$ cat src/rtl/sync_fifo_pkg.sv
// Shared width helpers for the sync FIFO family.
package sync_fifo_pkg;

  function automatic int unsigned cnt_w(input int unsigned depth);
    return $clog2(depth + 1);
  endfunction

  function automatic int unsigned addr_w(input int unsigned depth);
    int unsigned w;
    w = $clog2(depth);
    return (w < 1) ? 1 : w;
  endfunction

endpackage

$ cat src/rtl/sync_fifo_ptr.sv
// FIFO pointer: index 0..DEPTH-1 plus a wrap bit that toggles on each lap.
module sync_fifo_ptr
  import sync_fifo_pkg::*;
#(
  parameter int unsigned DEPTH = 4
) (
  input  logic                      clk,
  input  logic                      rst_n,
  input  logic                      flush,
  input  logic                      inc,
  output logic [addr_w(DEPTH)-1:0]  idx,
  output logic                      wrap
);

  localparam int unsigned AW = addr_w(DEPTH);
  localparam logic [AW-1:0] LAST_IDX = AW'(DEPTH - 1);

  // Explicit compare against DEPTH-1 so non-power-of-2 depths wrap correctly.
  always_ff @(posedge clk or negedge rst_n) begin
    if (!rst_n) begin
      idx  <= '0;
      wrap <= 1'b0;
    end else if (flush) begin
      idx  <= '0;
      wrap <= 1'b0;
    end else if (inc) begin
      if (idx == LAST_IDX) begin
        idx  <= '0;
        wrap <= ~wrap;
      end else begin
        idx  <= idx + 1'b1;
      end
    end
  end

endmodule

$ cat src/rtl/sync_fifo_v2.sv
// Single-clock FIFO, any DEPTH >= 2, with occupancy count, threshold flags,
// sticky overflow/underflow and synchronous flush.
module sync_fifo_v2
  import sync_fifo_pkg::*;
#(
  parameter int unsigned DEPTH    = 4,
  parameter type         T        = logic,
  parameter int unsigned AF_LEVEL = DEPTH - 1,
  parameter int unsigned AE_LEVEL = 1
) (
  input  logic                     clk,
  input  logic                     rst_n,
  input  logic                     flush,
  input  logic                     wen,
  input  T                         data_in,
  input  logic                     ren,
  output T                         data_out,
  output logic                     full,
  output logic                     empty,
  output logic                     almost_full,
  output logic                     almost_empty,
  output logic [cnt_w(DEPTH)-1:0]  count,
  output logic                     overflow,
  output logic                     underflow
);

  localparam int unsigned AW = addr_w(DEPTH);
  localparam int unsigned CW = cnt_w(DEPTH);
  localparam logic [CW-1:0] C_DEPTH = CW'(DEPTH);
  localparam logic [CW-1:0] C_AF    = CW'(AF_LEVEL);
  localparam logic [CW-1:0] C_AE    = CW'(AE_LEVEL);

  typedef struct packed {
    logic          wrap;
    logic [AW-1:0] idx;
  } fifo_ptr_t;

  if (DEPTH < 2) begin : g_bad_depth
    $error("sync_fifo_v2: DEPTH must be >= 2");
  end
  if (AF_LEVEL < 1 || AF_LEVEL > DEPTH) begin : g_bad_af
    $error("sync_fifo_v2: AF_LEVEL must be in 1..DEPTH");
  end
  if (AE_LEVEL >= DEPTH) begin : g_bad_ae
    $error("sync_fifo_v2: AE_LEVEL must be in 0..DEPTH-1");
  end

  T              r_mem [DEPTH];
  logic [CW-1:0] r_count;
  logic          r_overflow;
  logic          r_underflow;
  logic [AW-1:0] w_widx;
  logic [AW-1:0] w_ridx;
  logic          w_wwrap;
  logic          w_rwrap;
  fifo_ptr_t     w_wptr;
  fifo_ptr_t     w_rptr;
  logic          w_wr_acc;
  logic          w_rd_acc;

  assign w_wptr = '{wrap: w_wwrap, idx: w_widx};
  assign w_rptr = '{wrap: w_rwrap, idx: w_ridx};

  // Flush suppresses both accepts so the cycle's requests vanish silently.
  assign w_wr_acc = ~flush & wen & (~full | ren);
  assign w_rd_acc = ~flush & ren & ~empty;

  sync_fifo_ptr #(.DEPTH(DEPTH)) u_wptr (
    .clk   (clk),
    .rst_n (rst_n),
    .flush (flush),
    .inc   (w_wr_acc),
    .idx   (w_widx),
    .wrap  (w_wwrap)
  );

  sync_fifo_ptr #(.DEPTH(DEPTH)) u_rptr (
    .clk   (clk),
    .rst_n (rst_n),
    .flush (flush),
    .inc   (w_rd_acc),
    .idx   (w_ridx),
    .wrap  (w_rwrap)
  );

  always_ff @(posedge clk) begin
    if (w_wr_acc) r_mem[w_widx] <= data_in;
  end

  always_ff @(posedge clk or negedge rst_n) begin
    if (!rst_n) begin
      r_count     <= '0;
      r_overflow  <= 1'b0;
      r_underflow <= 1'b0;
    end else if (flush) begin
      r_count     <= '0;
      r_overflow  <= 1'b0;
      r_underflow <= 1'b0;
    end else begin
      if (w_wr_acc && !w_rd_acc)      r_count <= r_count + 1'b1;
      else if (!w_wr_acc && w_rd_acc) r_count <= r_count - 1'b1;
      if (wen && !w_wr_acc) r_overflow  <= 1'b1;
      if (ren && !w_rd_acc) r_underflow <= 1'b1;
    end
  end

  assign data_out     = r_mem[w_ridx];
  assign count        = r_count;
  assign full         = (r_count == C_DEPTH);
  assign empty        = (r_count == '0);
  assign almost_full  = (r_count >= C_AF);
  assign almost_empty = (r_count <= C_AE);
  assign overflow     = r_overflow;
  assign underflow    = r_underflow;

  a_full_ptr: assert property (@(posedge clk) disable iff (!rst_n)
    full == ((w_wptr.idx == w_rptr.idx) && (w_wptr.wrap != w_rptr.wrap)));
  a_empty_ptr: assert property (@(posedge clk) disable iff (!rst_n)
    empty == (w_wptr == w_rptr));

endmodule
$ cat config.mk
export PLATFORM = sky130hd
export DESIGN_NAME = sync_fifo_v2
export DESIGN_NICKNAME = d
export VERILOG_FILES = /design/src/rtl/sync_fifo_pkg.sv /design/src/rtl/sync_fifo_ptr.sv /design/src/rtl/sync_fifo_v2.sv
export SDC_FILE = /design/constraint.sdc
export NUM_CORES = 1
export LEC_CHECK = 0
export ABC_AREA = 1
export CORE_MARGIN = 4
export CORE_UTILIZATION = 45
export CTS_CLUSTER_SIZE = 20
export DETAILED_ROUTE_END_ITERATION = 8
export PLACE_DENSITY = 0.73
export REMOVE_ABC_BUFFERS = 1
export SETUP_SLACK_MARGIN = 0.02
export SYNTH_ARGS = -nofsm -noshare
export SYNTH_HDL_FRONTEND = slang
export SYNTH_SLANG_ARGS = --single-unit
$ cat constraint.sdc
create_clock -name clk -period 1.5 [get_ports clk]
set_clock_uncertainty 0.2 [all_clocks]
set_input_delay 0.3 -clock clk [delete_from_list [all_inputs] [get_ports clk]]
set_output_delay 0.3 -clock clk [all_outputs]
set_load 0.02 [all_outputs]
==> impl_metrics.yaml <==
sta:
  final_max_slew_viol_count: 0
  fin_setup_tns_ps: -3125
  hold_violations: 0
  timing.final.ws_setup_ps: -362.3
  setup_violations: 17
  timing.hold.ws_ps: 129.9
  period_needed_ps: 1862
  tightest_slew_ps: 476.7
  slew_headroom_pct: 68.12
  fin_crit_sh_pct: 124.2
  fmax_mhz: 537.0
  rsz0062_at_grt: "true"
synth:
  syn_inst: 91
  seq_area_frac_synth_pct: 41.07
  synth-edff-count: 4
  syn_avg_cell_area_um2: 9.240
  ys.flop_type: "dfrtp_1"
  ys_seq_elements: 13
  yosys-top-cells-area: "dfrtp_1, ha_1, edfxtp_1, inv_1, nand2_4"
  synth_commonest_cells: "inv_1, nor2_1, ha_1"
  synth_most_common_cell: "inv_1"
  synth_cell_types: 24
  post-synth-top-area-cell: "dfrtp_1"
  yosys.area.top_type_share_pct: 26.79
  synth_area_um2: 840.8
  yosysWarnings: 0
  async_flop_share_pct: 69.23
final_layout:
  drive_above_1_share_pct: 53.62
  diodes: 0
  nets: 155
  final_area_mm2: 0.001340
  synthToLayoutAreaGrowth_pct: 59.38
  fin_cells: 163
grt:
  grt_max_degree: 10
  antenna_found_initial: 0
  grt_busiest_layer: "met2"
  use_met3_pct: 2.624
  met2_usage_pct: 33.26
  grt_pass1_wl_um: 3263
  grt_pass1_vias: 746
  grtUsageTotal_pct: 16.94
  grt_util_met1_pct: 18.21
  overflow: 0
critical_path:
  worstPathArrival_ps: 1360
  crit_chain: "inv_2 > ha_4 > nand2_4 > inv_1 > clkdlybuf4s15_2"
  path_delay_family: "flip-flops"
  worstPathRequired_ps: 1000
  crit_type: "register to primary output"
  crit_fanout: 4
  worst_path_max_delay_cell: "dfrtp_2"
  end_kind: "primary output"
  reg2reg_depth: 8
  slowest_delay_ps: 470
  r2r-start: "count[0]$_DFFE_PN0P_"
  reg2reg_slack_ps: -240
  r2r-end: "count[2]$_DFFE_PN0P_"
  critPathLaunchType: "register"
  critPathBufInv: 3
die:
  initial_utilization_pct: 48.17
  core_mm2: 0.001745
  dieWidth_um: 51.23
  die_area_mm2: 0.002624
  dieHeight_um: 51.23
  io_pins: 16
  rows: 15
clock_tree:
  holdBufCountCts: 0
  clock-root-buffer: "clkbuf_4"
  clkTransAtPathRegs_ps: 90
  htreeDepth: 1
  clkSinkCount: 13
  clock_latency_ps: 290
  cts_buffers: 3
  cts_tree: "built"
  ctsLongestPathBuffers: 2
placement:
  io_buffers: 15
  dp.cells: 153
  dp_hpwl_um: 1433
  place_area_mm2: 0.001184
  place_congestion: 0.7938
route:
  vias: 764
  drt_wl_total_um: 2094
  post_drt_wl_per_cell_um: 12.85
  postRouteAntennaNets: 0
  vias_per_cell: 4.687
  drtPass1Iterations: 4
  drt_iter0_markers: 9
  drc_errors: 0
power:
  peakVddDrop_uv: 1212
  leakagePower_nw: 0.6364
  p_per_area_mw_per_mm2: 1813
  power.total_mw: 2.429
run_status:
  failed_checks: "negative setup slack"
  status: "finished, violations left"
worst_hold_path:
  hp-class: "primary input to asynchronous set/reset pin"
job:
  drv_cap: 0
## repair_timing
| action | CTS | global route |
|---|---|---|
| setup endpoints to repair | 22 | 23 |
| gates resized for setup | 58 | 20 |
| pin swaps | 5 | 4 |
| setup buffers | 3 | 3 |
## through the flow
step,worst slack [ps],util (%)
finish,-362.3,76.77
global route,-418.2,76.77
CTS,-375.1,72.90
detailed placement,-483.8,67.81
global placement,-439.0,67.81
floorplan,-234.3,-
## flip-flops by register name (all words and copies together), names as in the netlist
name,flops
count,3
overflow,1
r_mem,4
u_rptr.idx,2
u_wptr.idx,2
underflow,1
## routing by layer
metal | wire length, µm | vias up
li1 | - | 389
met1 | 824 | 360
met2 | 1193 | 10
met3 | 46 | 5
met4 | 30 | 0
met5 | 0 | -
## cell families (layout without fill, tap and decap cells)
kind of cell	after synthesis	in the layout	share of synthesized area, %
flops	13	13	41.07
xor+xnor	1	1	1.042
simple gates	34	34	23.36
buf+inv	18	65	9.227
compound gates	15	15	10.42
fa+ha+maj	10	10	14.88
## worst max path at each step
stage / from / to / cells past startpoint
2_1_floorplan: count[0]$_DFFE_PN0P_ / count[0]$_DFFE_PN0P_ / 10
3_3_place_gp: count[0]$_DFFE_PN0P_ / almost_full / 5
3_5_place_dp: count[1]$_DFFE_PN0P_ / full / 5
4_1_cts: count[1]$_DFFE_PN0P_ / almost_full / 5
5_1_grt: count[0]$_DFFE_PN0P_ / empty / 5
6_report: count[0]$_DFFE_PN0P_ / empty / 5
## worst register-to-register path: stages (launching register included)
cell,delay [ps]
dfrtp_2,470
inv_2,110
ha_4,160
buf_4,120
nand3_4,120
buf_4,160
nand4_1,70
nand2_1,80
o21ai_1,170
## layout by cell type (no fill, tap or decap), types with 5 or more instances in the layout
cell / Yosys / layout
inv_1: 13 / 9
buf_4: 0 / 30
buf_6: 1 / 6
clkdlybuf4s50_1: 0 / 5
nand2_1: 7 / 7
inv_2: 3 / 6
dfrtp_1: 9 / 7
ha_1: 10 / 6
nor2_1: 12 / 6
nor2_2: 1 / 6
o21ai_1: 6 / 9
## power breakdown
group / switching [mW] / leakage (nW) / internal, mW
combinational: 0.806 / 0.467 / 0.840
sequential: 0.103 / 0.151 / 0.454
clock: 0.127 / 0.0177 / 0.0992
## area by class of cell
| type | count | area [µm²] |
|---|---|---|
| Clock buffer | 3 | 22.52 |
| Inverter | 17 | 68.82 |
| Clock inverter | 1 | 5.005 |
| Tap cell | 25 | 31.28 |
| Multi-Input combinational cell | 60 | 500.5 |
| Fill cell | 121 | 405.4 |
| Timing Repair Buffer | 44 | 364.1 |
| Sequential cell | 13 | 347.8 |
Power figures use the tool's default switching activity.
